## src/rtl/mc_alu.sv

```systemverilog
// -----------------------------------------------------------------------------
// mc_alu -- multi-cycle integer ALU with iterative multiply and divide.
//
// Base operations (add/sub/logic/compare/shift) complete in a single cycle:
// the accepting edge writes the result and enters DONE. Multiply and divide
// operations run one bit per cycle for WIDTH cycles in CALC; the last
// iteration also applies the sign correction and writes the result.
//
// Ports:
//   clk       in   rising-edge clock
//   reset_n   in   asynchronous active-low reset
//   start     in   operation request, sampled only while idle
//   a, b      in   WIDTH-bit operands, captured on an accepted start
//   alu_ctrl  in   5-bit operation select, captured on an accepted start
//   result    out  registered WIDTH-bit result
//   zero      out  registered flag, result == 0
//   overflow  out  registered flag, unsigned a < b (base ops only)
//   busy      out  high while an operation is in CALC or DONE
//   done      out  one-cycle pulse when result is valid
// -----------------------------------------------------------------------------
module mc_alu #(
    parameter int WIDTH = 32,
    parameter int SHW   = $clog2(WIDTH)
) (
    input  logic             clk,
    input  logic             reset_n,
    input  logic             start,
    input  logic [WIDTH-1:0] a,
    input  logic [WIDTH-1:0] b,
    input  logic [4:0]       alu_ctrl,
    output logic [WIDTH-1:0] result,
    output logic             zero,
    output logic             overflow,
    output logic             busy,
    output logic             done
);

    // Operation encodings
    localparam logic [4:0] OP_ADD    = 5'b00000;
    localparam logic [4:0] OP_SUB    = 5'b00001;
    localparam logic [4:0] OP_AND    = 5'b00010;
    localparam logic [4:0] OP_OR     = 5'b00011;
    localparam logic [4:0] OP_XOR    = 5'b00100;
    localparam logic [4:0] OP_SLT    = 5'b00101;
    localparam logic [4:0] OP_SLTU   = 5'b00110;
    localparam logic [4:0] OP_SLL    = 5'b00111;
    localparam logic [4:0] OP_SRL    = 5'b01000;
    localparam logic [4:0] OP_SRA    = 5'b01001;
    localparam logic [4:0] OP_MUL    = 5'b10000;
    localparam logic [4:0] OP_MULH   = 5'b10001;
    localparam logic [4:0] OP_MULHSU = 5'b10010;
    localparam logic [4:0] OP_MULHU  = 5'b10011;
    localparam logic [4:0] OP_DIV    = 5'b10100;
    localparam logic [4:0] OP_DIVU   = 5'b10101;
    localparam logic [4:0] OP_REM    = 5'b10110;
    localparam logic [4:0] OP_REMU   = 5'b10111;

    // Iteration counter runs 0 .. WIDTH-1
    localparam int             CW       = $clog2(WIDTH);
    localparam logic [CW-1:0]  CNT_LAST = CW'(WIDTH - 1);
    localparam logic [CW-1:0]  CNT_ONE  = {{(CW-1){1'b0}}, 1'b1};

    localparam logic [WIDTH-1:0]   ONE_W  = {{(WIDTH-1){1'b0}}, 1'b1};
    localparam logic [2*WIDTH-1:0] ONE_2W = {{(2*WIDTH-1){1'b0}}, 1'b1};
    localparam logic [WIDTH-1:0]   ONES_W = {WIDTH{1'b1}};

    typedef enum logic [1:0] {
        S_IDLE = 2'd0,
        S_CALC = 2'd1,
        S_DONE = 2'd2
    } state_t;

    // -------------------------------------------------------------------------
    // Helpers
    // -------------------------------------------------------------------------
    function automatic logic [WIDTH-1:0] neg_w(input logic [WIDTH-1:0] x);
        return (~x) + ONE_W;
    endfunction

    function automatic logic [2*WIDTH-1:0] neg_2w(input logic [2*WIDTH-1:0] x);
        return (~x) + ONE_2W;
    endfunction

    // Single-cycle operations; unknown encodings yield zero.
    function automatic logic [WIDTH-1:0] base_op(input logic [4:0]       op,
                                                 input logic [WIDTH-1:0] x,
                                                 input logic [WIDTH-1:0] y);
        logic [SHW-1:0]   sh;
        logic [WIDTH-1:0] r;
        sh = y[SHW-1:0];
        case (op)
            OP_ADD:  r = x + y;
            OP_SUB:  r = x - y;
            OP_AND:  r = x & y;
            OP_OR:   r = x | y;
            OP_XOR:  r = x ^ y;
            OP_SLT:  r = {{(WIDTH-1){1'b0}}, ($signed(x) < $signed(y))};
            OP_SLTU: r = {{(WIDTH-1){1'b0}}, (x < y)};
            OP_SLL:  r = x << sh;
            OP_SRL:  r = x >> sh;
            OP_SRA:  r = $unsigned($signed(x) >>> sh);
            default: r = {WIDTH{1'b0}};
        endcase
        return r;
    endfunction

    // -------------------------------------------------------------------------
    // State
    // -------------------------------------------------------------------------
    state_t           state_q, state_d;
    logic [WIDTH-1:0] a_q, a_d;
    logic [WIDTH-1:0] b_q, b_d;
    logic [4:0]       op_q, op_d;
    logic [CW-1:0]    cnt_q, cnt_d;
    logic [WIDTH-1:0] opnd_q, opnd_d;   // multiplicand or divisor magnitude
    logic [WIDTH-1:0] hi_q, hi_d;       // product high half / partial remainder
    logic [WIDTH-1:0] lo_q, lo_d;       // multiplier / dividend -> quotient
    logic             qneg_q, qneg_d;   // negate product or quotient at the end
    logic             rneg_q, rneg_d;   // negate remainder at the end
    logic [WIDTH-1:0] result_q, result_d;
    logic             zero_q, zero_d;
    logic             ovf_q, ovf_d;
    logic             busy_q, busy_d;
    logic             done_q, done_d;

    // Combinational helpers
    logic             is_mop_s;
    logic             a_sgn_s, b_sgn_s;
    logic [WIDTH-1:0] a_mag_s, b_mag_s;
    logic [WIDTH-1:0] base_res_s;
    logic [WIDTH:0]   mul_sum_s;
    logic [WIDTH:0]   div_shift_s;
    logic             div_fits_s;
    logic [WIDTH-1:0] div_diff_s;
    logic [WIDTH-1:0] step_hi_s, step_lo_s;
    logic [2*WIDTH-1:0] prod_s, prod_fix_s;
    logic [WIDTH-1:0] quot_s, rem_s;
    logic [WIDTH-1:0] m_res_s;

    assign result   = result_q;
    assign zero     = zero_q;
    assign overflow = ovf_q;
    assign busy     = busy_q;
    assign done     = done_q;

    // Decode the incoming request: M-op class and operand signedness.
    always_comb begin
        is_mop_s = (alu_ctrl[4:3] == 2'b10);
        case (alu_ctrl)
            OP_MULH, OP_DIV, OP_REM: begin
                a_sgn_s = a[WIDTH-1];
                b_sgn_s = b[WIDTH-1];
            end
            OP_MULHSU: begin
                a_sgn_s = a[WIDTH-1];
                b_sgn_s = 1'b0;
            end
            default: begin
                a_sgn_s = 1'b0;
                b_sgn_s = 1'b0;
            end
        endcase
        if (a_sgn_s) begin
            a_mag_s = neg_w(a);
        end else begin
            a_mag_s = a;
        end
        if (b_sgn_s) begin
            b_mag_s = neg_w(b);
        end else begin
            b_mag_s = b;
        end
        base_res_s = base_op(alu_ctrl, a, b);
    end

    // One iteration of shift-add multiply or restoring divide.
    always_comb begin
        // Multiply: conditionally add multiplicand into the high half, then
        // shift the whole {hi, lo} pair right by one.
        if (lo_q[0]) begin
            mul_sum_s = {1'b0, hi_q} + {1'b0, opnd_q};
        end else begin
            mul_sum_s = {1'b0, hi_q};
        end
        // Divide: shift the next dividend bit into the partial remainder and
        // subtract the divisor if it fits. The true difference is below the
        // divisor, so the low WIDTH bits of the subtraction are exact.
        div_shift_s = {hi_q, lo_q[WIDTH-1]};
        div_fits_s  = (div_shift_s >= {1'b0, opnd_q});
        div_diff_s  = div_shift_s[WIDTH-1:0] - opnd_q;
        if (op_q[2]) begin
            if (div_fits_s) begin
                step_hi_s = div_diff_s;
                step_lo_s = {lo_q[WIDTH-2:0], 1'b1};
            end else begin
                step_hi_s = div_shift_s[WIDTH-1:0];
                step_lo_s = {lo_q[WIDTH-2:0], 1'b0};
            end
        end else begin
            step_hi_s = mul_sum_s[WIDTH:1];
            step_lo_s = {mul_sum_s[0], lo_q[WIDTH-1:1]};
        end
    end

    // Final-cycle sign correction, special cases and result selection.
    always_comb begin
        prod_s = {step_hi_s, step_lo_s};
        if (qneg_q) begin
            prod_fix_s = neg_2w(prod_s);
            quot_s     = neg_w(step_lo_s);
        end else begin
            prod_fix_s = prod_s;
            quot_s     = step_lo_s;
        end
        if (rneg_q) begin
            rem_s = neg_w(step_hi_s);
        end else begin
            rem_s = step_hi_s;
        end
        // Most-negative / -1 falls out naturally: magnitude quotient equals
        // the most-negative pattern with no sign flip, remainder is zero.
        case (op_q)
            OP_MUL:                         m_res_s = prod_fix_s[WIDTH-1:0];
            OP_MULH, OP_MULHSU, OP_MULHU:   m_res_s = prod_fix_s[2*WIDTH-1:WIDTH];
            OP_DIV, OP_DIVU: begin
                if (b_q == {WIDTH{1'b0}}) begin
                    m_res_s = ONES_W;
                end else begin
                    m_res_s = quot_s;
                end
            end
            OP_REM, OP_REMU: begin
                if (b_q == {WIDTH{1'b0}}) begin
                    m_res_s = a_q;
                end else begin
                    m_res_s = rem_s;
                end
            end
            default: m_res_s = {WIDTH{1'b0}};
        endcase
    end

    // FSM next-state logic.
    always_comb begin
        case (state_q)
            S_IDLE: begin
                if (start) begin
                    if (is_mop_s) begin
                        state_d = S_CALC;
                    end else begin
                        state_d = S_DONE;
                    end
                end else begin
                    state_d = S_IDLE;
                end
            end
            S_CALC: begin
                if (cnt_q == CNT_LAST) begin
                    state_d = S_DONE;
                end else begin
                    state_d = S_CALC;
                end
            end
            S_DONE:  state_d = S_IDLE;
            default: state_d = S_IDLE;
        endcase
    end

    // FSM outputs, decoded from the next state so busy/done come from flops.
    always_comb begin
        case (state_d)
            S_CALC: begin
                busy_d = 1'b1;
                done_d = 1'b0;
            end
            S_DONE: begin
                busy_d = 1'b1;
                done_d = 1'b1;
            end
            default: begin
                busy_d = 1'b0;
                done_d = 1'b0;
            end
        endcase
    end

    // Datapath next-state: capture on accept, iterate in CALC, write results.
    always_comb begin
        a_d      = a_q;
        b_d      = b_q;
        op_d     = op_q;
        cnt_d    = cnt_q;
        opnd_d   = opnd_q;
        hi_d     = hi_q;
        lo_d     = lo_q;
        qneg_d   = qneg_q;
        rneg_d   = rneg_q;
        result_d = result_q;
        zero_d   = zero_q;
        ovf_d    = ovf_q;
        case (state_q)
            S_IDLE: begin
                if (start) begin
                    a_d   = a;
                    b_d   = b;
                    op_d  = alu_ctrl;
                    cnt_d = {CW{1'b0}};
                    if (is_mop_s) begin
                        qneg_d = a_sgn_s ^ b_sgn_s;
                        rneg_d = a_sgn_s;
                        hi_d   = {WIDTH{1'b0}};
                        if (alu_ctrl[2]) begin
                            opnd_d = b_mag_s;
                            lo_d   = a_mag_s;
                        end else begin
                            opnd_d = a_mag_s;
                            lo_d   = b_mag_s;
                        end
                    end else begin
                        result_d = base_res_s;
                        zero_d   = (base_res_s == {WIDTH{1'b0}});
                        ovf_d    = (a < b);
                    end
                end else begin
                    cnt_d = cnt_q;
                end
            end
            S_CALC: begin
                hi_d  = step_hi_s;
                lo_d  = step_lo_s;
                cnt_d = cnt_q + CNT_ONE;
                if (cnt_q == CNT_LAST) begin
                    result_d = m_res_s;
                    zero_d   = (m_res_s == {WIDTH{1'b0}});
                    ovf_d    = 1'b0;
                end else begin
                    result_d = result_q;
                end
            end
            default: begin
                cnt_d = cnt_q;
            end
        endcase
    end

    // All state registers, asynchronously cleared.
    always_ff @(posedge clk or negedge reset_n) begin
        if (!reset_n) begin
            state_q  <= S_IDLE;
            a_q      <= {WIDTH{1'b0}};
            b_q      <= {WIDTH{1'b0}};
            op_q     <= 5'b00000;
            cnt_q    <= {CW{1'b0}};
            opnd_q   <= {WIDTH{1'b0}};
            hi_q     <= {WIDTH{1'b0}};
            lo_q     <= {WIDTH{1'b0}};
            qneg_q   <= 1'b0;
            rneg_q   <= 1'b0;
            result_q <= {WIDTH{1'b0}};
            zero_q   <= 1'b1;
            ovf_q    <= 1'b0;
            busy_q   <= 1'b0;
            done_q   <= 1'b0;
        end else begin
            state_q  <= state_d;
            a_q      <= a_d;
            b_q      <= b_d;
            op_q     <= op_d;
            cnt_q    <= cnt_d;
            opnd_q   <= opnd_d;
            hi_q     <= hi_d;
            lo_q     <= lo_d;
            qneg_q   <= qneg_d;
            rneg_q   <= rneg_d;
            result_q <= result_d;
            zero_q   <= zero_d;
            ovf_q    <= ovf_d;
            busy_q   <= busy_d;
            done_q   <= done_d;
        end
    end

endmodule

```

## config.mk

```make
export PLATFORM = sky130hd
export DESIGN_NAME = mc_alu
export DESIGN_NICKNAME = d
export VERILOG_FILES = /design/src/rtl/mc_alu.sv
export SDC_FILE = /design/constraint.sdc
export NUM_CORES = 1
export LEC_CHECK = 0
export ABC_AREA = 1
export BUFFER_PORTS_ARGS = -buffer_cell sky130_fd_sc_hd__buf_2
export CAP_MARGIN = 20
export CORE_MARGIN = 5
export CORE_UTILIZATION = 35
export CTS_CLUSTER_DIAMETER = 30
export DETAILED_ROUTE_END_ITERATION = 7
export HOLD_SLACK_MARGIN = 0.1
export PLACE_DENSITY = 0.47
export SETUP_SLACK_MARGIN = 0.1
export SYNTH_ARGS = -nofsm -noshare
export SYNTH_HDL_FRONTEND = slang
export SYNTH_SLANG_ARGS = --single-unit
```

## constraint.sdc

```tcl
create_clock -name clk -period 9.9 [get_ports clk]
set_input_delay 1.98 -clock clk [delete_from_list [all_inputs] [get_ports clk]]
set_output_delay 1.98 -clock clk [all_outputs]
set_load 0.05 [all_outputs]
```

==> flow_metrics.tcl, run 1 <==
set metrics [dict create \
    status "finished with violations" \
    violations "DRC" \
    core_mm2 0.08172 \
    multi_input_area_mm2 0.02006 \
    antenna_left 0 \
    h-tree-depth 3 \
    layout_worst_path_cycle_share_pct 66.56 \
    dieHeight_um 296.4 \
    powerDensity_mw_per_mm2 339.3 \
    critical_path_class "primary input to flop" \
    synth_cell_type_count 57 \
    path_clk_slew_ns 0.04 \
    startpoint "b[2]" \
    synthFlopType "dfrtp_1" \
    arrival_ns 7.09 \
    cp_slowest_stage_delay_ns 0.78 \
    worstPathRequired_ns 10.40 \
    cts_sinks 210 \
    vdd_drop_max_mv 0.1640 \
    worst_slack_ns 3.311 \
    die_x_um 296.4 \
    busiest_layer "met2" \
    worst_pin_slew_ns 1.157 \
    hold_path.class "flop to flop" \
    hpwlAfterDp_mm 134.0 \
    hold_ws_ns 0.4688 \
    power_leakage_nw 16.61 \
    syn_area_per_cell_um2 5.657 \
    fmax_mhz 151.8 \
    synth_top_area_share_pct 19.59 \
    r2r_end "result[12]" \
    hold_viol 0 \
    crit_slowest_cell "o21ai_0" \
    num-fill-cells 9317 \
    hold_buffers 0 \
    wire_per_inst_um 26.45 \
    grt_pass1_vias 33560 \
    ys_seq_area_share_pct 18.31 \
    hp-start "result[23]" \
    grt_max_degree 85 \
    start_util_pct 35.13 \
    finalPower_w 0.01104 \
    max_cap_violations 0 \
    fin_crit_ns 6.589 \
    post_cts_buffers 0 \
    setup_viol 0 \
    skew_ns 0.03230 \
    async_reset_ff_share_pct 100.0 \
    use_met1_pct 44.44 \
    num_vias 35050 \
    overflow 0 \
    synth-seq-cells 210 \
    avgViaCountPerCell 5.651 \
    cts_tree "yes" \
    drt-total-wl_mm 164.1 \
    grt_usage_pct 36.16 \
    nNetsFinal 5319 \
    num_rows 105 \
    firstDrtPassIters 8 \
    insertion_delay_ns 0.60 \
    io_buffers 107 \
    drive_above_1_share_pct 6.959 \
    synth_edf_count 0 \
    rsz0062_at_grt "false" \
    whs_endpoint "result[23]" \
    post_cts_resized 0 \
    synth.most_common_cell "nand2_1" \
    synth.top_cells.by_area "nand2_1, dfrtp_1, inv_1" \
    seqCellArea_mm2 0.005261 \
    synth.net_count 5318 \
    netlist_instances 5075 \
    place_congestion 1.043 \
    timing.slew.headroom_pct 22.89 \
    ctsLongestPathBuffers 3 \
    synth.cell_area_mm2 0.02871 \
    crit_path_start_kind "primary input" \
    rr_worst_depth 28 \
    crit_path_end_kind "flop" \
    crit_top_cell "a21oi_1" \
    use_met3_pct 4.256 \
    pre_cts_ws_ns 2.935 \
    route.detailed.drc 2 \
    root_buffer "clkbuf_16" \
    numCtsBuffers 69 \
    reg2reg_slack_ns 3.72 \
    grt_first_pass_wirelength_mm 233.1 \
    fin_util_pct 39.81 \
    synth_area_leader_cell "nand2_1" \
    area.growth.synth_to_final_pct 13.30 \
    gr-usage-met2_pct 59.18 \
    drtIter0Drc 3363 \
    yosys_warnings 0 \
    crit_fanout 67 \
    io-pin-count 108 \
    synthTopCellsByCount "nand2_1, inv_1, nor2_1" \
    holdPathStages 2 \
    antenna_found_initial 5 \
    setup_tns_ns 0 \
    slew_viol_final 0 \
    die-area_mm2 0.08786 \
    worstPathCellList "buf_2 > buf_4 > clkinv_1 > buf_4 > ha_1 > inv_1 > nand2_1 > o21ai_0 > a21oi_1 > inv_1 > nand2_1 > o21ai_0 > a21oi_1 > o21ai_0 > a21oi_1 > nor3_1 > nand3_1 > nor2_1 > nand4_1 > nor2_1 > nand3_1 > nand2_1 > inv_1 > a21oi_1" \
    r2r_start "hi_q[6]" \
]
cells by family after synthesis:
logic type	Yosys count	share of synthesized area (%)
AO/OA/AOI/OAI	1085	21.31
XOR/XNOR	105	3.203
adder cells (fa/ha/maj)	171	7.557
buffers and inverters	896	12.00
flip-flops	210	18.31
multiplexers	4	0.1395
AND/OR/NAND/NOR	2604	37.48
through the flow:
stage,cell area (um2),cells
after CTS,32520,6200
final,32530,6203
after floorplan,28710,5075
after global placement,30110,6075
after global routing,32520,6200
after detailed placement,30110,6075
metal layers:
metal | part of all wire (%) | up-vias
met1 | 40 | 16510
met4 | 8.6 | 0
met3 | 5.9 | 378
li1 | - | 16640
met5 | 0 | -
met2 | 45 | 1530
worst max-delay path, delay by kind of cell:
| family | cells | cell delay [ns] |
|---|---|---|
| simple gates | 9 | 1.23 |
| fa+ha+maj | 1 | 0.42 |
| buf+inv | 7 | 1.45 |
| compound gates | 7 | 1.98 |
placed cells by master (no fill, tap or decap), drive strengths merged, types with 10 or more instances in the layout:
master	count
a221oi	17
dfrtp	209
nor3	66
a31oi	28
nand4	36
nand3b	11
nand3	402
o31ai	11
o22ai	55
buf	163
o221ai	47
clkbuf	91
nor4	25
inv	655
clkinv	28
ha	167
o21ai	484
nor2	532
xnor2	24
a21oi	332
xor2	81
o21bai	10
nand2	1505
or2	19
o211ai	45
a21o	11
o21a	13
layout make-up:
cell class                      count  area share, %
Clock inverter                     34          1.350
Sequential cell                   210          16.17
Antenna cell                        3        0.02308
Clock buffer                       91          6.062
Timing Repair Buffer              163          2.969
Tap cell                         1070          4.116
Inverter                          663          7.651
Multi-Input combinational cell   3969          61.65
worst max path at each step:
stage          depth (start not counted)  slack (ns)   end
2_1_floorplan                         24        4.17  zero
6_report                              24        3.31  zero
3_5_place_dp                          26        2.93  zero
5_1_grt                               25        2.94  zero
3_3_place_gp                          26        2.90  zero
4_1_cts                               26        3.53  zero
registers in the layout (all words and copies together) (netlist names):
| signal | cells |
|---|---|
| a_q | 32 |
| b_q | 32 |
| busy | 1 |
| cnt_q | 5 |
| done | 1 |
| hi_q | 32 |
| lo_q | 32 |
| op_q | 5 |
| opnd_q | 32 |
| overflow | 1 |
| qneg_q | 1 |
| result | 32 |
| rneg_q | 1 |
| state_q | 2 |
| zero | 1 |
power by group:
part | internal, W | switching, W
sequential | 0.00124 | 0.000323
clock | 0.00157 | 0.000671
combinational | 0.00196 | 0.00527
No activity file was read; power rests on OpenSTA's default activity.
==> inputs of run 2 (changes only) <==
--- a/config.mk
+++ b/config.mk
@@ -13,7 +13,7 @@
 export CTS_CLUSTER_DIAMETER = 30
 export DETAILED_ROUTE_END_ITERATION = 7
 export HOLD_SLACK_MARGIN = 0.1
-export PLACE_DENSITY = 0.47
+export PLACE_DENSITY = 0.49
 export SETUP_SLACK_MARGIN = 0.1
 export SYNTH_ARGS = -nofsm -noshare
 export SYNTH_HDL_FRONTEND = slang
==> constraint.sdc (replaced) <==
create_clock -name clk -period 5.7 [get_ports clk]
set_input_delay 1.14 -clock clk [delete_from_list [all_inputs] [get_ports clk]]
set_output_delay 1.14 -clock clk [all_outputs]
set_load 0.05 [all_outputs]
==> run 2 against run 1 <==
Compared with the run above: the flow now finishes without violations; die area did not move; combinational power rose by 76%; power rose by 67%; final cell count rose by 1.7%; sequential power rose by 72%; utilization rose by 0.54 points; via count rose by 1.1%; clock-buffer cell count fell by 18; largest power group unchanged; flip-flop and latch count did not move; critical path depth fell by 6; register-to-register slack got worse by 3.1 ns; setup slack got worse by 3.0 ns.
==> flow_metrics.tcl, run 2 (synthesized netlist as in run 1, its figures left out) <==
set metrics [dict create \
    die-area_mm2 0.08786 \
    mostFrequentLayoutCell "nand2_1" \
    place_congestion 1.048 \
    post_cts_buffers 0 \
    grt_pass1_vias 34200 \
    fin_util_pct 40.35 \
    crit_path_start_kind "primary input" \
    worst_pin_slew_ns 1.014 \
    layout_worst_path_cycle_share_pct 95.13 \
    io-pin-count 108 \
    critical_path_class "primary input to flop" \
    num_vias 35450 \
    rsz0062_at_grt "false" \
    start_util_pct 35.13 \
    route.met2.wl_mm 74.18 \
    nNetsFinal 5431 \
    max_cap_violations 0 \
    vdd_drop_max_mv 0.3148 \
    route.detailed.drc 0 \
    highest_layer "met5" \
    hold_viol 0 \
    fmax_mhz 184.4 \
    numCtsBuffers 53 \
    crit_fanout 55 \
    insertion_delay_ns 0.62 \
    avgViaCountPerCell 5.621 \
    h-tree-depth 2 \
    setup_tns_ns 0 \
    area.growth.synth_to_final_pct 14.83 \
    grt_max_degree 105 \
    cts_sinks 210 \
    skew_ns 0.04333 \
    status "complete, no violations" \
    root_buffer "clkbuf_16" \
    setup_viol 0 \
    pre_cts_ws_ns -0.1097 \
    die_x_um 296.4 \
    holdPathStages 2 \
    power_leakage_nw 16.97 \
    io_buffers 107 \
    powerDensity_mw_per_mm2 559.5 \
    path_clk_slew_ns 0.05 \
    hpwlAfterDp_mm 130.6 \
    slew_viol_final 0 \
    wl_met3_mm 8.974 \
    timing.slew.headroom_pct 31.96 \
    wire_per_inst_um 25.22 \
    arrival_ns 5.90 \
    worst_slack_ns 0.2774 \
    fin_crit_ns 5.423 \
    antenna_left 0 \
    drt-total-wl_mm 159.1 \
    post_cts_resized 0 \
    grt_usage_pct 35.13 \
    rr_worst_depth 29 \
    ctsLongestPathBuffers 3 \
    num_rows 105 \
    hold_path.class "flop to flop" \
    drtIter0Drc 3714 \
    crit_path_end_kind "flop" \
    dieHeight_um 296.4 \
    antenna_found_initial 17 \
    grt_first_pass_wirelength_mm 229.1 \
    hold_buffers 0 \
    firstDrtPassIters 8 \
    num-fill-cells 9328 \
    wl_met1_mm 61.71 \
    cts_tree "yes" \
    layout_common_cells "nand2_1, inv_1, nor2_1, o21ai_0, nand3_1" \
    worstPathRequired_ns 6.17 \
    drive_above_1_share_pct 8.700 \
    core_mm2 0.08172 \
    overflow 0 \
]
[run 2: cell types whose count changed in the layout (fill, tap and decap cells not counted), sizes merged]
cell,before,now
buf,163,291
clkbuf,91,73
clkinv,28,19
inv,655,661
bufinv,7,3
clkinvlp,7,4
diode,3,6
[run 2: worst max-delay path: stages]
cell and delay, ns:
buf_2 0.13, buf_4 0.31, nor2_1 0.47, nand2_1 0.34
nor2_1 0.22, nand3_1 0.27, nor3_1 0.64, nand3_1 0.25
nor3_1 0.20, buf_4 0.17, nand4_1 0.16, nor3_1 0.39
nand2_1 0.17, nand2_1 0.12, o21ai_0 0.10, xor2_1 0.35
nor2_1 0.08, o22ai_1 0.35
[run 2: metal layers]
| layer | up-vias | global-route usage [%] |
|---|---|---|
| li1 | 16870 | - |
| met1 | 16650 | 41.53 |
| met2 | 1483 | 59.50 |
| met3 | 430 | 3.897 |
| met4 | 12 | 25.05 |
| met5 | - | 0 |
[run 2: worst paths after layout]
path / start / to / slack (ns)
setup reg to reg: opnd_q[0] / zero / 0.58
min in group asynchronous: reset_n / opnd_q[4] / 0.49
setup / recovery: b[1] / opnd_q[25] / 0.28
max in group asynchronous: reset_n / qneg_q / 4.03
hold / removal: result[1] / result[1] / 0.48
hold reg to reg: result[1] / result[1] / 0.48
[run 2: per-stage QoR]
stage               hold slack [ns]  power (W)  area (um2)  instances
floorplan                    0.4479    0.01084       28710       5075
global placement             0.4637    0.01518       31140       6203
detailed placement           0.4684    0.01517       31140       6203
CTS                          0.4803    0.01829       32950       6300
global route                 0.4989    0.01985       32960       6301
finish                       0.4755    0.01844       32970       6306
[run 2: final cells by class]
cell class,instances,area [um2],area share [%]
Antenna cell,6,15.01,0.04554
Clock buffer,73,1521,4.615
Clock inverter,24,287.8,0.8729
Multi-Input combinational cell,3969,20050,60.83
Inverter,663,2489,7.548
Tap cell,1070,1339,4.061
Timing Repair Buffer,291,2002,6.072
Sequential cell,210,5261,15.96
[run 2: where the power goes]
group          switching, W  internal (W)  leakage [nW]
clock network       0.00104       0.00201         0.882
logic               0.00902       0.00368          13.4
registers          0.000541       0.00216          2.64
